[config.mk]
export PLATFORM = sky130hd
export DESIGN_NAME = riscv_v_alu_wb_collector_flat
export DESIGN_NICKNAME = d
export VERILOG_FILES = /design/src/rtl/riscv_v_alu_wb_collector_if.sv /design/src/rtl/riscv_v_alu_wb_collector.sv /design/src/flat_wrapper.sv
export SDC_FILE = /design/constraint.sdc
export NUM_CORES = 1
export LEC_CHECK = 0
export CAP_MARGIN = 5
export CORE_ASPECT_RATIO = 0.5
export CORE_MARGIN = 4
export CORE_UTILIZATION = 45
export DETAILED_ROUTE_END_ITERATION = 8
export PLACE_DENSITY_LB_ADDON = 0.1
export SETUP_SLACK_MARGIN = 0.4
export SYNTH_ARGS = -nofsm -noshare
export SYNTH_HDL_FRONTEND = slang
export SYNTH_SLANG_ARGS = --single-unit
[constraint.sdc]
create_clock -name clk -period 9.3 [get_ports clk]
set_input_delay 1.395 -clock clk [delete_from_list [all_inputs] [get_ports clk]]
set_output_delay 1.395 -clock clk [all_outputs]
set_load 0.02 [all_outputs]
[src/rtl/riscv_v_alu_wb_collector_if.sv]
// Bundles the ALU result interface, the op descriptor channel and the VRF write port
// seen by the vector ALU write-back collector.
interface riscv_v_alu_wb_collector_if #(
    parameter int DATA_W    = 128,
    parameter int NUM_BYTES = DATA_W / 8,
    parameter int BEAT_W    = 4
);
    logic                 op_valid;
    logic                 op_ready;
    logic [4:0]           op_vd;
    logic [BEAT_W-1:0]    op_num_beats;
    logic                 op_mask_mode;
    logic [NUM_BYTES-1:0] op_last_be;

    logic                 res_valid;
    logic                 res_ready;
    logic [DATA_W-1:0]    res_data;
    logic [NUM_BYTES-1:0] res_zf;
    logic [NUM_BYTES-1:0] res_of;
    logic [NUM_BYTES-1:0] res_cf;

    logic                 wb_valid;
    logic                 wb_ready;
    logic [4:0]           wb_vd;
    logic [BEAT_W-1:0]    wb_beat;
    logic [DATA_W-1:0]    wb_data;
    logic [NUM_BYTES-1:0] wb_be;

    logic                 busy;
    logic                 done;
    logic [NUM_BYTES-1:0] sum_zf;
    logic [NUM_BYTES-1:0] sum_of;
    logic [NUM_BYTES-1:0] sum_cf;

    // Environment side: issues descriptors and result beats, accepts VRF writes.
    modport master (
        output op_valid, op_vd, op_num_beats, op_mask_mode, op_last_be,
        output res_valid, res_data, res_zf, res_of, res_cf,
        output wb_ready,
        input  op_ready, res_ready,
        input  wb_valid, wb_vd, wb_beat, wb_data, wb_be,
        input  busy, done, sum_zf, sum_of, sum_cf
    );

    // Collector side.
    modport slave (
        input  op_valid, op_vd, op_num_beats, op_mask_mode, op_last_be,
        input  res_valid, res_data, res_zf, res_of, res_cf,
        input  wb_ready,
        output op_ready, res_ready,
        output wb_valid, wb_vd, wb_beat, wb_data, wb_be,
        output busy, done, sum_zf, sum_of, sum_cf
    );
endinterface

[src/rtl/riscv_v_alu_wb_collector.sv]
// Vector ALU write-back collector: streams result beats to the VRF through a 2-entry
// skid buffer (data mode) or packs per-byte carries into one mask write (mask mode).
module riscv_v_alu_wb_collector #(
    parameter int DATA_W    = 128,
    parameter int NUM_BYTES = DATA_W / 8,
    parameter int MAX_BEATS = DATA_W / NUM_BYTES,
    parameter int BEAT_W    = 4
) (
    input  logic clk,
    input  logic rst_n,
    riscv_v_alu_wb_collector_if.slave bus
);

    localparam logic [BEAT_W-1:0] MAX_BEATS_B = BEAT_W'(MAX_BEATS);

    typedef enum logic [1:0] {
        S_IDLE    = 2'd0,
        S_COLLECT = 2'd1,
        S_FLUSH   = 2'd2,
        S_DONE    = 2'd3
    } state_t;

    // Mask packing only has room for MAX_BEATS groups of NUM_BYTES carry bits.
    function automatic logic [BEAT_W-1:0] sat_beats(input logic [BEAT_W-1:0] n);
        return (n > MAX_BEATS_B) ? MAX_BEATS_B : n;
    endfunction

    state_t               r_state;
    state_t               w_state_nxt;

    logic [4:0]           r_vd;
    logic [BEAT_W-1:0]    r_num;
    logic                 r_mask_mode;
    logic [NUM_BYTES-1:0] r_last_be;
    logic [BEAT_W-1:0]    r_rx_cnt;
    logic [DATA_W-1:0]    r_mask_acc;
    logic [NUM_BYTES-1:0] r_sum_zf;
    logic [NUM_BYTES-1:0] r_sum_of;
    logic [NUM_BYTES-1:0] r_sum_cf;

    logic [DATA_W-1:0]    r_buf_data [2];
    logic [BEAT_W-1:0]    r_buf_beat [2];
    logic [NUM_BYTES-1:0] r_buf_be   [2];
    logic                 r_wr_ptr;
    logic                 r_rd_ptr;
    logic [1:0]           r_buf_cnt;

    logic                 w_op_fire;
    logic                 w_rx_left;
    logic                 w_buf_full;
    logic                 w_res_rdy;
    logic                 w_res_fire;
    logic                 w_enq;
    logic                 w_buf_vld;
    logic                 w_deq;
    logic                 w_drained;
    logic [BEAT_W-1:0]    w_num_sat;
    logic [BEAT_W-1:0]    w_last_idx;

    assign w_num_sat  = sat_beats(bus.op_num_beats);
    assign w_op_fire  = bus.op_valid && (r_state == S_IDLE);
    assign w_rx_left  = (r_rx_cnt < r_num);
    assign w_buf_full = (r_buf_cnt == 2'd2);
    assign w_res_rdy  = (r_state == S_COLLECT) && w_rx_left && (r_mask_mode || !w_buf_full);
    assign w_res_fire = bus.res_valid && w_res_rdy;
    assign w_enq      = w_res_fire && !r_mask_mode;
    assign w_buf_vld  = (r_state == S_COLLECT) && !r_mask_mode && (r_buf_cnt != 2'd0);
    assign w_deq      = w_buf_vld && bus.wb_ready;
    // Leaving COLLECT in the same cycle the last buffered beat is written saves a cycle.
    assign w_drained  = (r_buf_cnt == 2'd0) || ((r_buf_cnt == 2'd1) && w_deq);
    assign w_last_idx = r_num - BEAT_W'(1);

    always_ff @(posedge clk or negedge rst_n) begin
        if (!rst_n) begin
            r_state <= S_IDLE;
        end else begin
            r_state <= w_state_nxt;
        end
    end

    always_comb begin
        w_state_nxt   = r_state;
        bus.op_ready  = 1'b0;
        bus.res_ready = 1'b0;
        bus.wb_valid  = 1'b0;
        bus.wb_vd     = '0;
        bus.wb_beat   = '0;
        bus.wb_data   = '0;
        bus.wb_be     = '0;
        bus.busy      = 1'b1;
        bus.done      = 1'b0;
        bus.sum_zf    = '0;
        bus.sum_of    = '0;
        bus.sum_cf    = '0;

        case (r_state)
            S_IDLE: begin
                bus.busy     = 1'b0;
                bus.op_ready = 1'b1;
                if (bus.op_valid) begin
                    w_state_nxt = (w_num_sat == '0) ? S_DONE : S_COLLECT;
                end
            end
            S_COLLECT: begin
                bus.res_ready = w_res_rdy;
                if (r_mask_mode) begin
                    if (!w_rx_left) begin
                        w_state_nxt = S_FLUSH;
                    end
                end else begin
                    if (w_buf_vld) begin
                        bus.wb_valid = 1'b1;
                        bus.wb_vd    = r_vd;
                        bus.wb_beat  = r_buf_beat[r_rd_ptr];
                        bus.wb_data  = r_buf_data[r_rd_ptr];
                        bus.wb_be    = r_buf_be[r_rd_ptr];
                    end
                    if (!w_rx_left && w_drained) begin
                        w_state_nxt = S_DONE;
                    end
                end
            end
            S_FLUSH: begin
                bus.wb_valid = 1'b1;
                bus.wb_vd    = r_vd;
                bus.wb_data  = r_mask_acc;
                bus.wb_be    = '1;
                if (bus.wb_ready) begin
                    w_state_nxt = S_DONE;
                end
            end
            S_DONE: begin
                bus.done    = 1'b1;
                bus.sum_zf  = r_sum_zf;
                bus.sum_of  = r_sum_of;
                bus.sum_cf  = r_sum_cf;
                w_state_nxt = S_IDLE;
            end
            default: begin
                w_state_nxt = S_IDLE;
            end
        endcase
    end

    // Descriptor, beat counter, mask and flag accumulators, skid-buffer pointers.
    always_ff @(posedge clk or negedge rst_n) begin
        if (!rst_n) begin
            r_vd        <= '0;
            r_num       <= '0;
            r_mask_mode <= 1'b0;
            r_last_be   <= '0;
            r_rx_cnt    <= '0;
            r_mask_acc  <= '0;
            r_sum_zf    <= '0;
            r_sum_of    <= '0;
            r_sum_cf    <= '0;
            r_wr_ptr    <= 1'b0;
            r_rd_ptr    <= 1'b0;
            r_buf_cnt   <= 2'd0;
        end else begin
            if (w_op_fire) begin
                r_vd        <= bus.op_vd;
                r_num       <= w_num_sat;
                r_mask_mode <= bus.op_mask_mode;
                r_last_be   <= bus.op_last_be;
                r_rx_cnt    <= '0;
                r_mask_acc  <= '0;
                r_sum_zf    <= '0;
                r_sum_of    <= '0;
                r_sum_cf    <= '0;
            end else if (w_res_fire) begin
                r_rx_cnt <= r_rx_cnt + BEAT_W'(1);
                r_sum_zf <= r_sum_zf | bus.res_zf;
                r_sum_of <= r_sum_of | bus.res_of;
                r_sum_cf <= r_sum_cf | bus.res_cf;
                if (r_mask_mode) begin
                    for (int b = 0; b < MAX_BEATS; b++) begin
                        if (r_rx_cnt == BEAT_W'(b)) begin
                            r_mask_acc[b*NUM_BYTES +: NUM_BYTES] <= bus.res_cf;
                        end
                    end
                end
            end

            if (w_enq) begin
                r_wr_ptr <= ~r_wr_ptr;
            end
            if (w_deq) begin
                r_rd_ptr <= ~r_rd_ptr;
            end
            r_buf_cnt <= r_buf_cnt + {1'b0, w_enq} - {1'b0, w_deq};
        end
    end

    // Skid-buffer payload; only ever observed through a non-zero occupancy.
    always_ff @(posedge clk) begin
        if (w_enq) begin
            r_buf_data[r_wr_ptr] <= bus.res_data;
            r_buf_beat[r_wr_ptr] <= r_rx_cnt;
            r_buf_be[r_wr_ptr]   <= (r_rx_cnt == w_last_idx) ? r_last_be : '1;
        end
    end

endmodule

[src/flat_wrapper.sv]
// flat-port wrapper written by rule: the top's interface ports become plain ports
module riscv_v_alu_wb_collector_flat 
#(
    parameter int DATA_W    = 128,
    parameter int NUM_BYTES = DATA_W / 8,
    parameter int MAX_BEATS = DATA_W / NUM_BYTES,
    parameter int BEAT_W    = 4
)
  (clk, rst_n, bus_op_valid, bus_op_vd, bus_op_num_beats, bus_op_mask_mode, bus_op_last_be, bus_res_valid, bus_res_data, bus_res_zf, bus_res_of, bus_res_cf, bus_wb_ready, bus_op_ready, bus_res_ready, bus_wb_valid, bus_wb_vd, bus_wb_beat, bus_wb_data, bus_wb_be, bus_busy, bus_done, bus_sum_zf, bus_sum_of, bus_sum_cf);
  riscv_v_alu_wb_collector_if #(.DATA_W(DATA_W), .NUM_BYTES(NUM_BYTES), .BEAT_W(BEAT_W)) bus_i ();
  input  logic clk;
  input  logic rst_n;
  input wire logic [$bits(bus_i.op_valid)-1:0] bus_op_valid;
  input wire logic [$bits(bus_i.op_vd)-1:0] bus_op_vd;
  input wire logic [$bits(bus_i.op_num_beats)-1:0] bus_op_num_beats;
  input wire logic [$bits(bus_i.op_mask_mode)-1:0] bus_op_mask_mode;
  input wire logic [$bits(bus_i.op_last_be)-1:0] bus_op_last_be;
  input wire logic [$bits(bus_i.res_valid)-1:0] bus_res_valid;
  input wire logic [$bits(bus_i.res_data)-1:0] bus_res_data;
  input wire logic [$bits(bus_i.res_zf)-1:0] bus_res_zf;
  input wire logic [$bits(bus_i.res_of)-1:0] bus_res_of;
  input wire logic [$bits(bus_i.res_cf)-1:0] bus_res_cf;
  input wire logic [$bits(bus_i.wb_ready)-1:0] bus_wb_ready;
  output wire logic [$bits(bus_i.op_ready)-1:0] bus_op_ready;
  output wire logic [$bits(bus_i.res_ready)-1:0] bus_res_ready;
  output wire logic [$bits(bus_i.wb_valid)-1:0] bus_wb_valid;
  output wire logic [$bits(bus_i.wb_vd)-1:0] bus_wb_vd;
  output wire logic [$bits(bus_i.wb_beat)-1:0] bus_wb_beat;
  output wire logic [$bits(bus_i.wb_data)-1:0] bus_wb_data;
  output wire logic [$bits(bus_i.wb_be)-1:0] bus_wb_be;
  output wire logic [$bits(bus_i.busy)-1:0] bus_busy;
  output wire logic [$bits(bus_i.done)-1:0] bus_done;
  output wire logic [$bits(bus_i.sum_zf)-1:0] bus_sum_zf;
  output wire logic [$bits(bus_i.sum_of)-1:0] bus_sum_of;
  output wire logic [$bits(bus_i.sum_cf)-1:0] bus_sum_cf;
  assign bus_i.op_valid = bus_op_valid;
  assign bus_i.op_vd = bus_op_vd;
  assign bus_i.op_num_beats = bus_op_num_beats;
  assign bus_i.op_mask_mode = bus_op_mask_mode;
  assign bus_i.op_last_be = bus_op_last_be;
  assign bus_i.res_valid = bus_res_valid;
  assign bus_i.res_data = bus_res_data;
  assign bus_i.res_zf = bus_res_zf;
  assign bus_i.res_of = bus_res_of;
  assign bus_i.res_cf = bus_res_cf;
  assign bus_i.wb_ready = bus_wb_ready;
  assign bus_op_ready = bus_i.op_ready;
  assign bus_res_ready = bus_i.res_ready;
  assign bus_wb_valid = bus_i.wb_valid;
  assign bus_wb_vd = bus_i.wb_vd;
  assign bus_wb_beat = bus_i.wb_beat;
  assign bus_wb_data = bus_i.wb_data;
  assign bus_wb_be = bus_i.wb_be;
  assign bus_busy = bus_i.busy;
  assign bus_done = bus_i.done;
  assign bus_sum_zf = bus_i.sum_zf;
  assign bus_sum_of = bus_i.sum_of;
  assign bus_sum_cf = bus_i.sum_cf;
  riscv_v_alu_wb_collector #(.DATA_W(DATA_W), .NUM_BYTES(NUM_BYTES), .MAX_BEATS(MAX_BEATS), .BEAT_W(BEAT_W)) u_core (.clk(clk), .rst_n(rst_n), .bus(bus_i));
endmodule
==> results.yml, run 1 <==
setup_path:
  cp.required_ns: 7.91
  worst_setup_path_start_kind: "flip-flop"
  crit_fanout: 76
  setup.worst_path.end_class: "output pin"
  timing.setup.critical_path_class: "flip-flop to output pin"
  critPathArrivalTime_ns: 3.99
grt:
  grt_start_max_net_pins: 196
  grt_pass1_vias: 14800
  grt_pass1_wl_um: 87500
  antenna_found_initial: 4
  overflow: 0
  grt_use_total: 0.216
routing:
  drc_errors: 0
  vias_per_cell: 5.17
  drt_iter0_markers: 940
  drt-pass1-iter-count: 5
  drt-total-wl_um: 58600
  antenna_left: 0
  wire_per_inst_um: 20.5
  dr_total_vias: 14800
floorplan:
  die_x_um: 321
  num_rows: 57
  die_area_mm2: 0.0529
  die-height_um: 165
  core_area_mm2: 0.0485
  initial_core_util: 0.455
  design.portCount: 413
clock_tree:
  clk_latency_ns: 0.57
  cts_num_sinks: 508
  postCtsSetupRepairBufs: 0
  h-tree-depth: 2
  cts_tree: "yes"
  cts_buffers: 46
  cts_root_buffer: "clkbuf_16"
  clkTransAtPathRegs_ns: 0.07
  clockBufferDepth: 3
  holdBufCountCts: 0
  cts_resized: 0
synth:
  syn_avg_cell_area_um2: 12.3
  netlist_top_cells_area: "edfxtp_1 40%, dfrtp_1 24%, mux2i_1 12%"
  async_flop_share: 0.417
  synth_seq_cells: 508
  ys_warn_count: 0
  synthFlopType: "edfxtp_1"
  synth_top_cell_area_share: 0.403
  yosysTopAreaCell: "edfxtp_1"
  synthDistinctLibCells: 40
  syn_nets: 2021
  synth_edf_count: 296
  synth_cells: 1800
  netlist_area_mm2: 0.0221
  ys_seq_area_frac: 0.643
sta:
  setup_viol: 0
  timing.hold.ws_ns: 0.471
  finalMaxSlewViolations: 0
  fmax_mhz: 186
  clock_skew_ns: 0.0246
  fin_crit_ns: 5.38
  finalSetupTns_ns: 0
  relSlewSlack: 0.218
  tightest_slew_ns: 1.17
  fin_crit_sh: 0.579
  finalHoldViolCount: 0
  grt_setup_unrepaired: "false"
layout:
  post-route-cell-area_mm2: 0.0282
  fin_cells: 2854
  most-common-layout-cells: "411 x clkdlybuf4s50_1, 367 x nand2_1, 296 x edfxtp_1, 266 x mux2i_1, 211 x dfrtp_1"
  drive_above_1_share: 0.0628
  syn2layout_area_growth_pct: 27.9
  nFillCells: 4175
  final_nets: 2384
  final_common_cell: "clkdlybuf4s50_1"
worst_hold_path:
  hp-class: "flip-flop to flip-flop"
placed_design:
  place.port_buffers: 412
  place.gp.congestion: 0.794
  dp.cells: 2764
  place_area_mm2: 0.0267
  dp_hpwl_um: 36700
power_and_ir_drop:
  peakVddDrop_mv: 0.150
  finalPower_mw: 7.59
  p_leak_nw: 11.6
  power.density_mw_per_mm2: 269
job:
  drv_cap: 0
status:
  outcome: "finished clean"
-- area by class of cell --
| cell class | instances | area [um2] | share of cell area |
|---|---|---|---|
| Clock inverter | 16 | 174 | 0.00616 |
| Antenna cell | 6 | 15.0 | 0.000532 |
| Multi-Input combinational cell | 1162 | 7400 | 0.262 |
| Tap cell | 649 | 812 | 0.0288 |
| Inverter | 14 | 52.6 | 0.00186 |
| Timing Repair Buffer | 431 | 4280 | 0.152 |
| Clock buffer | 68 | 1280 | 0.0455 |
| Sequential cell | 508 | 14200 | 0.503 |
-- worst paths after layout --
| kind | from | to | slack (ns) | cells past startpoint |
|---|---|---|---|---|
| hold / removal | u_core.r_sum_zf[13] | u_core.r_sum_zf[13] | 0.47 | 2 |
| max in group asynchronous | rst_n | u_core.r_rd_ptr | 7.10 | 2 |
| min in group asynchronous | rst_n | u_core.r_mask_acc[72] | 0.83 | 1 |
| setup / recovery | u_core.r_state[0] | bus_wb_vd[2] | 3.92 | 8 |
| setup reg to reg | u_core.r_rx_cnt[3] | u_core.r_buf_data[0][64] | 5.42 | 5 |
| hold reg to reg | u_core.r_sum_zf[13] | u_core.r_sum_zf[13] | 0.47 | 2 |
-- metrics by stage --
step / worst slack, ns / utilization
floorplan: 0.741 / -
global placement: 4.48 / 0.551
detailed placement: 4.44 / 0.551
CTS: 3.84 / 0.582
global route: 3.61 / 0.582
finish: 3.92 / 0.582
-- cell families after synthesis --
group | after synthesis | synth area share
AOI/OAI and AO/OA | 204 | 0.0489
xor gates and xnor gates | 10 | 0.00397
adders and majority gates | 14 | 0.00794
buffers and inverters | 130 | 0.0243
DFF | 508 | 0.643
muxes | 289 | 0.132
and+or+nand+nor | 645 | 0.139
-- layer usage --
layer / vias up / part of all wire / track usage
met4: 0 / 0.017 / 0.0524
li1: 6951 / - / -
met2: 300 / 0.50 / 0.374
met1: 7424 / 0.43 / 0.289
met5: - / 0 / 0
met3: 78 / 0.045 / 0.0356
-- power by group --
| group | switching [mW] | internal (mW) | total (mW) | leakage (nW) |
|---|---|---|---|---|
| combinational | 1.62 | 1.10 | 2.72 | 5.44 |
| clock | 0.832 | 1.04 | 1.88 | 0.715 |
| sequential | 0.221 | 2.77 | 2.99 | 5.45 |
| total | 2.67 | 4.92 | 7.59 | 11.6 |
-- worst max-delay path, stage by stage, from the launching register on --
cell and delay [ns]:
dfrtp_1 0.40, inv_1 0.18, ha_4 0.71, buf_4 0.83, o21ai_1 0.15, buf_4 0.23, inv_1 0.13, and2_1 0.14
clkdlybuf4s50_1 0.60
-- flip-flops by register name, summed over array words and instances (netlist names), 2 cells and up --
signal and cells:
u_core.r_buf_be 32, u_core.r_buf_beat 8, u_core.r_buf_cnt 2, u_core.r_buf_data 256
u_core.r_last_be 16, u_core.r_mask_acc 128, u_core.r_num 4, u_core.r_rx_cnt 4
u_core.r_state 2, u_core.r_sum_cf 16, u_core.r_sum_of 16, u_core.r_sum_zf 16
u_core.r_vd 5
-- synth_stat cells (2+ instances only) --
master	number
nand4b_1	2
inv_1	14
xnor2_1	6
or2_2	16
nand2_1	368
buf_4	5
xor2_1	4
nand3_1	3
dfrtp_1	212
mux2i_1	266
nand4_1	2
and2_1	182
and3b_1	3
nor2b_1	18
clkbuf_1	94
nor2_1	25
buf_2	11
nand3_2	5
buf_6	2
buf_1	4
ha_1	14
edfxtp_1	296
a211oi_1	16
nand2b_1	7
and3_1	2
nor3_1	8
o21ai_0	179
mux2_2	23
o21ai_1	2
Note: power is estimated with default switching activity, not from simulation.
==> inputs of run 2 (changes only) <==
==> constraint.sdc (replaced) <==
create_clock -name clk -period 5.25 [get_ports clk]
set_input_delay 0.7875 -clock clk [delete_from_list [all_inputs] [get_ports clk]]
set_output_delay 0.7875 -clock clk [all_outputs]
set_load 0.02 [all_outputs]
==> results.yml, run 2 (synthesis results as in run 1) <==
setup_path:
  setup.worst_path.end_class: "output pin"
  r2r_slack_ns: 2.09
  reg2reg_from: "u_core.r_rx_cnt[3]"
  cp.required_ns: 4.46
  crit_fanout: 96
  critPathArrivalTime_ns: 3.45
  r2r_cells: 5
  endpoint: "bus_wb_data[104]"
  r2r_end: "u_core.r_buf_data[0][69]"
  cp-startpoint: "u_core.r_state[1]"
  worst_setup_path_start_kind: "flip-flop"
  timing.setup.critical_path_class: "flip-flop to output pin"
sta:
  fin_crit_sh: 0.807
  clock_skew_ns: 0.0170
  fin_crit_ns: 4.24
  finalSetupTns_ns: 0
  timing.hold.ws_ns: 0.203
  setup_viol: 0
  finalHoldViolCount: 0
  fmax_mhz: 236
  tightest_slew_ns: 1.08
  worst_slack_ns: 1.01
  relSlewSlack: 0.279
  finalMaxSlewViolations: 0
  grt_setup_unrepaired: "false"
grt:
  grt_pass1_wl_um: 88500
  grt_start_max_net_pins: 159
  antenna_found_initial: 2
  grt_use_total: 0.220
  overflow: 0
  grt_pass1_vias: 14800
layout:
  regMostFlops: "u_core.r_buf_data"
  nFillCells: 4037
  final_nets: 2389
  drive_above_1_share: 0.0649
  largest_register_ffs: 256
  fin_util: 0.584
  syn2layout_area_growth_pct: 28.4
  seq_area_mm2: 0.0142
  multiInputGateArea_mm2: 0.00740
  most-common-layout-cells: "411 x clkdlybuf4s50_1, 367 x nand2_1, 296 x edfxtp_1, 266 x mux2i_1, 211 x dfrtp_1"
  final_common_cell: "clkdlybuf4s50_1"
  top_regs: "u_core.r_buf_data (256), u_core.r_mask_acc (128), u_core.r_buf_be (32)"
routing:
  dr_total_vias: 14700
  wire_per_inst_um: 20.7
  drt-pass1-iter-count: 5
  antenna_left: 0
  drc_errors: 0
  vias_per_cell: 5.14
  drt-total-wl_um: 59200
  drt_iter0_markers: 1009
clock_tree:
  clockBufferDepth: 3
  cts_root_buffer: "clkbuf_16"
  clkTransAtPathRegs_ns: 0.07
  cts_buffers: 46
  postCtsSetupRepairBufs: 0
  h-tree-depth: 2
  clk_latency_ns: 0.57
  cts_resized: 0
  holdBufCountCts: 0
  cts_tree: "yes"
  cts_num_sinks: 508
placed_design:
  dp_hpwl_um: 38000
  dp_slack_ns: 1.57
  place.port_buffers: 412
  place.gp.congestion: 0.781
power_and_ir_drop:
  peakVddDrop_mv: 0.457
  p_leak_nw: 11.7
  power.density_mw_per_mm2: 479
  finalPower_mw: 13.6
floorplan:
  die_area_mm2: 0.0529
  num_rows: 57
  core_area_mm2: 0.0485
  die_x_um: 321
  initial_core_util: 0.455
  design.portCount: 413
  die-height_um: 165
job:
  drv_cap: 0
worst_hold_path:
  hp-class: "primary input to asynchronous set/reset pin"
status:
  outcome: "finished clean"
run 2: changes by cell type in the layout (fill, tap and decap cells not counted), sizes merged:
| cell | delta |
|---|---|
| diode | -3 |
| buf | +5 |
| clkbuf | -11 |
| bufinv | +2 |
| clkinv | +10 |
run 2: worst max-delay path: stages (launching register included):
cell and delay, ns:
dfrtp_1 0.42, inv_1 0.14, ha_1 0.19, nor2b_1 0.35
o21ai_4 0.37, buf_12 0.36, o21ai_0 0.26, and2_1 0.15
clkdlybuf4s50_1 0.60
run 2: final cells by class:
| class | instances | share of cell area |
|---|---|---|
| well taps | 649 | 0.0287 |
| inverters | 14 | 0.00186 |
| multi-input cells | 1162 | 0.261 |
| diodes | 3 | 0.000265 |
| repair buffers | 436 | 0.155 |
| flip-flops and latches | 508 | 0.501 |
| clock inverters | 28 | 0.00919 |
| clock buffers | 57 | 0.0428 |
run 2: per-layer routing:
metal,part of all wire,global-route usage,vias up
li1,-,-,6958
met5,0,0,-
met1,0.42,0.284,7343
met4,0.023,0.0573,0
met2,0.51,0.391,302
met3,0.042,0.0347,82
run 2: worst min-delay path by stage:
stage                             from                endpoint  slack [ns]
detailed placement  u_core.r_sum_cf[8]      u_core.r_sum_cf[8]        0.46
global placement    u_core.r_sum_zf[3]      u_core.r_sum_zf[3]        0.45
finish                           rst_n  u_core.r_mask_acc[101]        0.20
global route                     rst_n  u_core.r_mask_acc[101]        0.27
floorplan           u_core.r_sum_cf[0]      u_core.r_sum_cf[0]        0.44
CTS                              rst_n  u_core.r_mask_acc[101]        0.26
run 2: report_power, final:
| group | switching [mW] | internal [mW] | leakage (nW) |
|---|---|---|---|
| logic | 2.95 | 1.99 | 5.49 |
| registers | 0.327 | 4.91 | 5.45 |
| clock network | 1.48 | 1.89 | 0.727 |
run 2: stage by stage:
step                area, um2  std cells
floorplan               22100       1800
global placement        26800       2769
detailed placement      26800       2769
CTS                     28300       2854
global route            28300       2856
finish                  28300       2857
